--- config.mk ---
export PLATFORM = sky130hd
export DESIGN_NAME = scan_seq_ctrl
export DESIGN_NICKNAME = d
export VERILOG_FILES = /design/src/rtl/scan_ctrl_pkg.sv /design/src/rtl/scan_phase_cnt.sv /design/src/rtl/scan_seq_ctrl.sv
export SDC_FILE = /design/constraint.sdc
export NUM_CORES = 1
export LEC_CHECK = 0
export BUFFER_PORTS_ARGS = -buffer_cell sky130_fd_sc_hd__clkbuf_2
export CAP_MARGIN = 20
export CELL_PAD_IN_SITES_DETAIL_PLACEMENT = 1
export CELL_PAD_IN_SITES_GLOBAL_PLACEMENT = 2
export CORE_MARGIN = 3
export CORE_UTILIZATION = 36
export DETAILED_ROUTE_END_ITERATION = 10
export PLACE_DENSITY_LB_ADDON = 0.1
export SYNTH_ARGS = -nofsm -noshare
export SYNTH_HDL_FRONTEND = slang
export SYNTH_HIERARCHICAL = 1
export SYNTH_SLANG_ARGS = --single-unit
export TNS_END_PERCENT = 100
--- constraint.sdc ---
create_clock -name clk -period 2.7 [get_ports clk]
set_input_delay 0.135 -clock clk [delete_from_list [all_inputs] [get_ports clk]]
set_output_delay 0.135 -clock clk [all_outputs]
set_load 0.02 [all_outputs]
--- src/rtl/scan_ctrl_pkg.sv ---
//==============================================================================
// Module   : scan_ctrl_pkg
// Brief    : Shared state type, default sizing and counter-width helper for
//            the scan sequence controller.
// Revision : 1.0
//==============================================================================
`default_nettype none

package scan_ctrl_pkg;

    localparam int c_DEF_CHAIN_LEN  = 8;
    localparam int c_DEF_CAP_CYCLES = 1;

    typedef enum logic [2:0] {
        ST_IDLE    = 3'd0,
        ST_LOAD    = 3'd1,
        ST_CAPTURE = 3'd2,
        ST_UNLOAD  = 3'd3,
        ST_DONE    = 3'd4
    } scan_state_t;

    // The capture phase can be longer than the chain on short chains, so the
    // phase counter is sized for whichever phase length is larger.
    function automatic int cnt_width(input int chain_len, input int cap_cycles);
        int max_len;
        max_len = (chain_len > cap_cycles) ? chain_len : cap_cycles;
        return $clog2(max_len + 1);
    endfunction

endpackage

`default_nettype wire

--- src/rtl/scan_phase_cnt.sv ---
//==============================================================================
// Module   : scan_phase_cnt
// Brief    : Loadable down-counter with zero flag used to time scan phases.
// Revision : 1.0
//==============================================================================
`default_nettype none

module scan_phase_cnt #(
    parameter int WIDTH = 4
) (
    input  logic             clk,
    input  logic             rst,
    input  logic             i_load,
    input  logic [WIDTH-1:0] i_load_val,
    input  logic             i_dec,
    output logic [WIDTH-1:0] o_count,
    output logic             o_zero
);

    logic [WIDTH-1:0] r_count;

    always_ff @(posedge clk or posedge rst) begin
        if (rst) begin
            r_count <= '0;
        end else if (i_load) begin
            r_count <= i_load_val;
        end else if (i_dec) begin
            r_count <= r_count - 1'b1;
        end
    end

    assign o_count = r_count;
    assign o_zero  = (r_count == '0);

endmodule

`default_nettype wire

--- src/rtl/scan_seq_ctrl.sv ---
//==============================================================================
// Module   : scan_seq_ctrl
// Brief    : Sequences one scan pattern: serial load, functional capture,
//            serial unload, then a one-cycle done pulse with the result.
// Revision : 1.0
//==============================================================================
`default_nettype none

module scan_seq_ctrl
    import scan_ctrl_pkg::*;
#(
    parameter int CHAIN_LEN  = c_DEF_CHAIN_LEN,
    parameter int CAP_CYCLES = c_DEF_CAP_CYCLES
) (
    input  logic                 clk,
    input  logic                 rst,
    input  logic                 start,
    input  logic                 skip_capture,
    input  logic                 abort,
    input  logic [CHAIN_LEN-1:0] pattern_in,
    input  logic                 scan_out,
    output logic                 scan_enable,
    output logic                 scan_in,
    output logic                 func_enable,
    output logic                 busy,
    output logic                 done,
    output logic [CHAIN_LEN-1:0] result_out
);

    localparam int               c_CNT_W    = cnt_width(CHAIN_LEN, CAP_CYCLES);
    localparam logic [c_CNT_W-1:0] c_LOAD_LEN = c_CNT_W'(CHAIN_LEN);
    localparam logic [c_CNT_W-1:0] c_CAP_LEN  = c_CNT_W'(CAP_CYCLES);
    localparam logic [c_CNT_W-1:0] c_ONE      = c_CNT_W'(1);

    scan_state_t            r_state;
    logic [CHAIN_LEN-1:0]   r_pattern;
    logic                   r_skip;
    logic [CHAIN_LEN-1:0]   r_unload;

    logic                   w_cnt_load;
    logic [c_CNT_W-1:0]     w_cnt_val;
    logic                   w_cnt_dec;
    logic [c_CNT_W-1:0]     w_cnt;
    logic                   w_cnt_zero;
    logic                   w_last;
    logic [CHAIN_LEN-1:0]   w_unload_next;

    scan_phase_cnt #(
        .WIDTH (c_CNT_W)
    ) u_phase_cnt (
        .clk        (clk),
        .rst        (rst),
        .i_load     (w_cnt_load),
        .i_load_val (w_cnt_val),
        .i_dec      (w_cnt_dec),
        .o_count    (w_cnt),
        .o_zero     (w_cnt_zero)
    );

    assign w_last        = (w_cnt == c_ONE);
    assign w_unload_next = {r_unload[CHAIN_LEN-2:0], scan_out};

    // Counter holds the remaining cycles of the current phase; it is reloaded
    // on the final cycle of each phase with the length of the next one.
    always_comb begin
        w_cnt_load = 1'b0;
        w_cnt_val  = '0;
        w_cnt_dec  = 1'b0;
        case (r_state)
            ST_IDLE: begin
                if (start) begin
                    w_cnt_load = 1'b1;
                    w_cnt_val  = c_LOAD_LEN;
                end
            end
            ST_LOAD: begin
                if (abort) begin
                    w_cnt_load = 1'b1;
                end else if (w_last) begin
                    w_cnt_load = 1'b1;
                    w_cnt_val  = r_skip ? c_LOAD_LEN : c_CAP_LEN;
                end else begin
                    w_cnt_dec = !w_cnt_zero;
                end
            end
            ST_CAPTURE: begin
                if (abort) begin
                    w_cnt_load = 1'b1;
                end else if (w_last) begin
                    w_cnt_load = 1'b1;
                    w_cnt_val  = c_LOAD_LEN;
                end else begin
                    w_cnt_dec = !w_cnt_zero;
                end
            end
            ST_UNLOAD: begin
                if (abort) begin
                    w_cnt_load = 1'b1;
                end else begin
                    w_cnt_dec = !w_cnt_zero;
                end
            end
            default: begin
            end
        endcase
    end

    always_ff @(posedge clk or posedge rst) begin
        if (rst) begin
            r_state     <= ST_IDLE;
            r_pattern   <= '0;
            r_skip      <= 1'b0;
            r_unload    <= '0;
            scan_enable <= 1'b0;
            scan_in     <= 1'b0;
            func_enable <= 1'b0;
            busy        <= 1'b0;
            done        <= 1'b0;
            result_out  <= '0;
        end else begin
            done <= 1'b0;
            case (r_state)
                ST_IDLE: begin
                    if (start) begin
                        r_state     <= ST_LOAD;
                        r_pattern   <= pattern_in;
                        r_skip      <= skip_capture;
                        scan_enable <= 1'b1;
                        scan_in     <= pattern_in[CHAIN_LEN-1];
                        busy        <= 1'b1;
                    end
                end
                ST_LOAD: begin
                    if (abort) begin
                        r_state     <= ST_IDLE;
                        scan_enable <= 1'b0;
                        scan_in     <= 1'b0;
                        busy        <= 1'b0;
                    end else if (w_last) begin
                        scan_in <= 1'b0;
                        if (r_skip) begin
                            r_state <= ST_UNLOAD;
                        end else begin
                            r_state     <= ST_CAPTURE;
                            scan_enable <= 1'b0;
                            func_enable <= 1'b1;
                        end
                    end else begin
                        // Pattern register walks left so its MSB feeds the chain next.
                        r_pattern <= {r_pattern[CHAIN_LEN-2:0], 1'b0};
                        scan_in   <= r_pattern[CHAIN_LEN-2];
                    end
                end
                ST_CAPTURE: begin
                    if (abort) begin
                        r_state     <= ST_IDLE;
                        func_enable <= 1'b0;
                        busy        <= 1'b0;
                    end else if (w_last) begin
                        r_state     <= ST_UNLOAD;
                        func_enable <= 1'b0;
                        scan_enable <= 1'b1;
                    end
                end
                ST_UNLOAD: begin
                    r_unload <= w_unload_next;
                    if (abort) begin
                        r_state     <= ST_IDLE;
                        scan_enable <= 1'b0;
                        busy        <= 1'b0;
                    end else if (w_last) begin
                        r_state     <= ST_DONE;
                        scan_enable <= 1'b0;
                        busy        <= 1'b0;
                        done        <= 1'b1;
                        result_out  <= w_unload_next;
                    end
                end
                ST_DONE: begin
                    r_state <= ST_IDLE;
                end
                default: begin
                    r_state <= ST_IDLE;
                end
            endcase
        end
    end

endmodule

`default_nettype wire
* Yosys cells after proc, flatten, opt, wreduce, memory -nomap -nowiden
Cells that the tools add are included.
Word-level totals: register bits after elaboration 35, output and inout port bits 13, input port bits 14
Operators by class: reductions and logical operators 17, add/subtract/negate cells 1, muxes and demuxes 52, bitwise logic cells 1, equality and inequality tests 16
Operators by type and width (number):
- $mux 4 | 8
- $mux 1 | 25
- $mux 3 | 7
- $mux 7 | 3
- $ne 2x2->1 const B | 7
- $pmux 7 s2 | 1
- $ne 3x3->1 const B | 4
- $pmux 3 s4 | 1
- $pmux 4 s3 | 1
- $reduce_and 4->1 | 3
- $reduce_and 7->1 | 1
- $eq 3x2->1 const B | 2
- $pmux 1 s2 | 3
- $pmux 1 s3 | 2
- $reduce_bool 2->1 | 3
- $reduce_and 5->1 | 1
- $eq 4x1->1 const B | 1
- $logic_not 4->1 | 1
- $pmux 1 s4 | 1
- $reduce_and 2->1 | 2
- $reduce_bool 4->1 | 1
- $sub 4x1->4 const B | 1
- $eq 3x1->1 const B | 1
- $logic_not 3->1 | 1
- 6 further kinds | 6

* Logic depth before layout (Yosys ltp)
depth in word-level cells 7, mapped depth 7, mapped depth without buffers 7

* Modules after synthesis
Netlist, hierarchy kept.
By module, submodules not included:
- scan_seq_ctrl | seq. area each 775.7 um2, instances 1, cells each 130, area each 1452.6 um2
- scan_phase_cnt | seq. area each 100.1 um2, instances 1, cells each 23, area each 231.5 um2

* Least setup slack after synthesis
No wires, ideal clock.
path type reg2reg, from register u_phase_cnt.r_count[2], in the netlist u_phase_cnt/o_count[2], to register u_phase_cnt.r_count[3], in the netlist u_phase_cnt/o_count[3], setup slack 376 ps, path buffers 1, library setup time 125 ps, arrival time 2199 ps, required time 2575 ps, clock period less this slack 2324 ps, cell stages (with the launch flop) 8, cells stage by stage dfrtp_1 -> or4b_4 -> buf_6 -> maj3_1 -> and3b_1 -> nor4b_4 -> xor2_1 -> mux2_2
On the way: word-level cells in the longest chain between the ends 6, elaborated cells between the ends (all ways) 19
RTL lines:
- start: declaration | RTL line scan_phase_cnt.sv:20 | logic [WIDTH-1:0] r_count;
- start signal: assignment | RTL line scan_phase_cnt.sv:26 | r_count <= i_load_val;
- start signal: assignment | RTL line scan_phase_cnt.sv:28 | r_count <= r_count - 1'b1;
- $logic_not 4->1 | RTL line scan_phase_cnt.sv:33 | assign o_zero = (r_count == '0);
- $logic_not 1->1 | RTL line scan_seq_ctrl.sv:83, scan_seq_ctrl.sv:93, scan_seq_ctrl.sv:100
- $mux 1 | RTL line scan_seq_ctrl.sv:79, scan_seq_ctrl.sv:89
- $mux 1 | RTL line scan_seq_ctrl.sv:87 | if (abort) begin
- $pmux 1 s2 (*) | RTL line scan_seq_ctrl.sv:69 | case (r_state)
- net w_cnt_dec | RTL line scan_seq_ctrl.sv:42 | logic w_cnt_dec;
- $reduce_bool 2->1 (no line) (*)
The timed path passes the listed nets; every way through them passes the cells marked *. The select of a mux whose other input is x is not followed. A chain may end at the register's enable or synchronous reset.

* Final worst setup path
Ends and elaborated chain as after synthesis.

==> summary.md <==
| Metric | Value |
|---|---|
| Hold path depth | 2 |
| Worst Skew | 6.84 ps |
| Setup-failing EPs final | 0 |
| Critical Path AT | 2590 ps |
| WL final | 3440 um |
| Starting Density | 37.9% |
| Max-slew violation count | 0 |
| Critical Path Stages | 6 |
| Port buffer count | 26 |
| Clk buf depth | 2 |
| Fin crit period | 2400 ps |
| Vias in the first global route | 1321 |
| Crit path largest cell delay | 620 ps |
| Syn Std Cell Area | 0.00168 mm^2 |
| DRT iter0 DRCs | 58 |
| Area of the die | 0.00553 mm^2 |
| Startpoint Class | register |
| H-tree levels | 2 |
| Top cell type by total area after synthesis | dfrtp_1 |
| Nets@finish | 201 |
| Hpwl dp | 2530 um |
| Switching power | 0.513 mW |
| Core Box Area | 0.00444 mm^2 |
| F_max | 416 MHz |
| FF-to-FF Start | u_phase_cnt/o_count[2]$_DFFE_PP0P_ |
| Sequential element share of the synthesized area | 52.0% |
| Cell Pwr Density | 806 mW/mm^2 |
| EDFF count, synth | 0 |
| Vias/cell | 5.09 |
| Worst hold path type | primary input to register |
| RD Place Congestion | 0.870 |
| Period utilization | 89.0% |
| Slowest stage cell on the critical path | or4b_4 |
| Ys async rst share | 100% |
| R2R cell count | 6 |
| Top cells by count, synth | 35 x dfrtp_1, 19 x nand2_1, 18 x mux2_2 |
| Setup TNS | 0 ps |
| GRT Resource Usage Total | 14.8% |
| Sequential Power Share | 46.0% |
| Critical Path Fanout Max | 9 |
| Clock slew at reported path FFs | 80 ps |
| Sw Share | 31.7% |
| Fill cell count | 509 |
| WHS Endpoint | r_skip$_DFFE_PP0P_ |
| Flops & latches, synth | 35 |
| Setup crit end kind | register |
| CP Class | register to register |
| CTS tree | done |
| Drt pass-1 iters | 4 |
| Final hold vios | 0 |
| Avg Cell Area, Syn | 11.0 um^2 |
| CP top delay family | simple AND/OR/NAND/NOR gates |
| Top-area cell type share of the netlist area | 52.0% |
| Int Pwr | 1.11 mW |
| First-pass GRT wire length | 6200 um |
| Logic pwr share | 24.3% |
| Number of diodes | 0 |
| WP data required | 2880 ps |
| Hold Path Origin | skip_capture |
| Clock latency on the worst-skew pair | 290 ps |
| Worst Hold Margin | 81.5 ps |
| Reg2Reg Setup Slack | 300 ps |
| Remaining DRCs | 0 |
| Initial antenna violation count | 0 |
| CTS root buffer | clkbuf_8 |
| MaxCap Viol Count | 0 |
| Die Wd | 74.4 um |
| Unrepaired setup endpoints after global routing | false |
| Grt total ovfl | 0 |
| Area Overhead vs Synth | 19.4% |
| Routed via count | 1217 |
| CTS sink cnt | 35 |
| Post-Synthesis Cells | 153 |
| DIE HEIGHT | 74.4 um |
| Layout cells sized above 1 | 34.2% |
| Post-DRT Antenna Nets | 0 |
| Row cnt | 24 |
| Crit path cell chain | or4b_4 -> maj3_1 -> and3b_1 -> nor4b_4 -> xor2_1 -> mux2_2 |
| Max VDD drop | 366 uV |
| Largest net degree at the start of global routing | 32 |
| Synth Warn # | 6 |
| Leak | 0.979 nW |
| Most common cell in the netlist | dfrtp_1 |
| Top post-synthesis cells by area | dfrtp_1 52%, mux2_2 12%, nand2_1 4.2% |
| Post-synth top flop | dfrtp_1 |
| Post-layout util | 45.2% |
| Synth unique cells | 36 |
| Reg2Reg Capture Point | u_phase_cnt/o_count[3]$_DFFE_PP0P_ |
| Number of buffers created by CTS | 5 |
| Num ports | 27 |
| Status | finished clean |
| Mean routed wirelength per cell | 14.4 um |
| Clock network fraction of design power | 29.7% |
| Bufs and invs on worst path | 0 |
## through the flow
stage,worst slack (ps),cell area (um^2),total power [mW],instances
CTS,285,2010,1.65,239
global placement,361,1880,1.13,230
global route,190,2010,1.75,239
finish,296,2010,1.62,239
floorplan,376,1690,1.02,154
detailed placement,294,1880,1.16,230
## area by class of cell
class | instances | area [um^2] | area share [%]
Sequential cell | 35 | 876 | 43.6
Inverter | 6 | 22.5 | 1.12
Tap cell | 52 | 65.1 | 3.24
Clock buffer | 5 | 68.8 | 3.42
Timing Repair Buffer | 33 | 185 | 9.21
Multi-Input combinational cell | 105 | 746 | 37.1
Clock inverter | 3 | 47.5 | 2.36
## power groups by stage
stage	clock, mW	sequential (mW)	combinational (mW)
after detailed placement	0	0.757	0.400
final	0.481	0.745	0.394
after global routing	0.525	0.763	0.458
after CTS	0.499	0.747	0.403
after floorplan	0	0.750	0.271
after global placement	0	0.742	0.386
## worst register-to-register path, delay by kind of cell, from the launching register on
family	cells	cell delay (ps)
flip-flops	1	460
adder cells (fa/ha/maj)	1	400
multiplexers	1	260
AND/OR/NAND/NOR	3	1020
XOR/XNOR	1	150
## cell families (layout without fill, tap and decap cells)
group / after synthesis / after routing / share of synthesized area [%]
buffers and inverters: 14 / 47 / 3.94
DFF: 35 / 35 / 52.0
AOI/OAI and AO/OA: 26 / 26 / 8.69
adders and majority gates: 2 / 2 / 1.34
xor gates and xnor gates: 4 / 4 / 2.08
and+or+nand+nor: 47 / 47 / 16.1
muxes: 24 / 24 / 15.6
other: 1 / 2 / 0.223
## sequential cells by signal, summed over array words and instances (netlist names)
register             count
r_skip                   1
result_out               8
busy                     1
u_phase_cnt/o_count      4
func_enable              1
r_state                  3
r_pattern                7
scan_in                  1
r_unload                 7
done                     1
scan_enable              1
## repair_timing
action                                 4_1_cts  5_1_grt
hold buffers                                 1        0
endpoints found under the hold margin       35        0
buffers inserted                             0        0
resized for setup                            0        0
## metal layers
metal,vias up,part of all wire [%],GRT usage (%)
met4,0,1.6,6.52
met1,600,45,18.0
met2,17,50,24.6
li1,595,-,-
met5,-,0,0
met3,5,3.4,3.78
## cell usage in the layout, fill, tap and decap left out, types with 5 or more instances in the layout
master,synthesis,layout
a21oi_1,5,5
buf_4,1,6
clkbuf_2,0,26
clkbuf_8,0,5
dfrtp_1,35,35
inv_1,6,6
mux2_2,18,18
mux2i_1,6,6
nand2_1,19,19
nor2_1,7,7
o21ai_0,14,14
## how the worst max path moves through the flow
stage	startpoint	end	slack, ps
after global routing	u_phase_cnt/o_count[2]$_DFFE_PP0P_	u_phase_cnt/o_count[3]$_DFFE_PP0P_	190
after global placement	u_phase_cnt/o_count[2]$_DFFE_PP0P_	u_phase_cnt/o_count[3]$_DFFE_PP0P_	360
after detailed placement	u_phase_cnt/o_count[2]$_DFFE_PP0P_	u_phase_cnt/o_count[3]$_DFFE_PP0P_	290
after CTS	u_phase_cnt/o_count[2]$_DFFE_PP0P_	u_phase_cnt/o_count[3]$_DFFE_PP0P_	280
final	u_phase_cnt/o_count[2]$_DFFE_PP0P_	u_phase_cnt/o_count[3]$_DFFE_PP0P_	300
after floorplan	u_phase_cnt/o_count[2]$_DFFE_PP0P_	u_phase_cnt/o_count[3]$_DFFE_PP0P_	380
No activity file was read; power rests on OpenSTA's default activity.
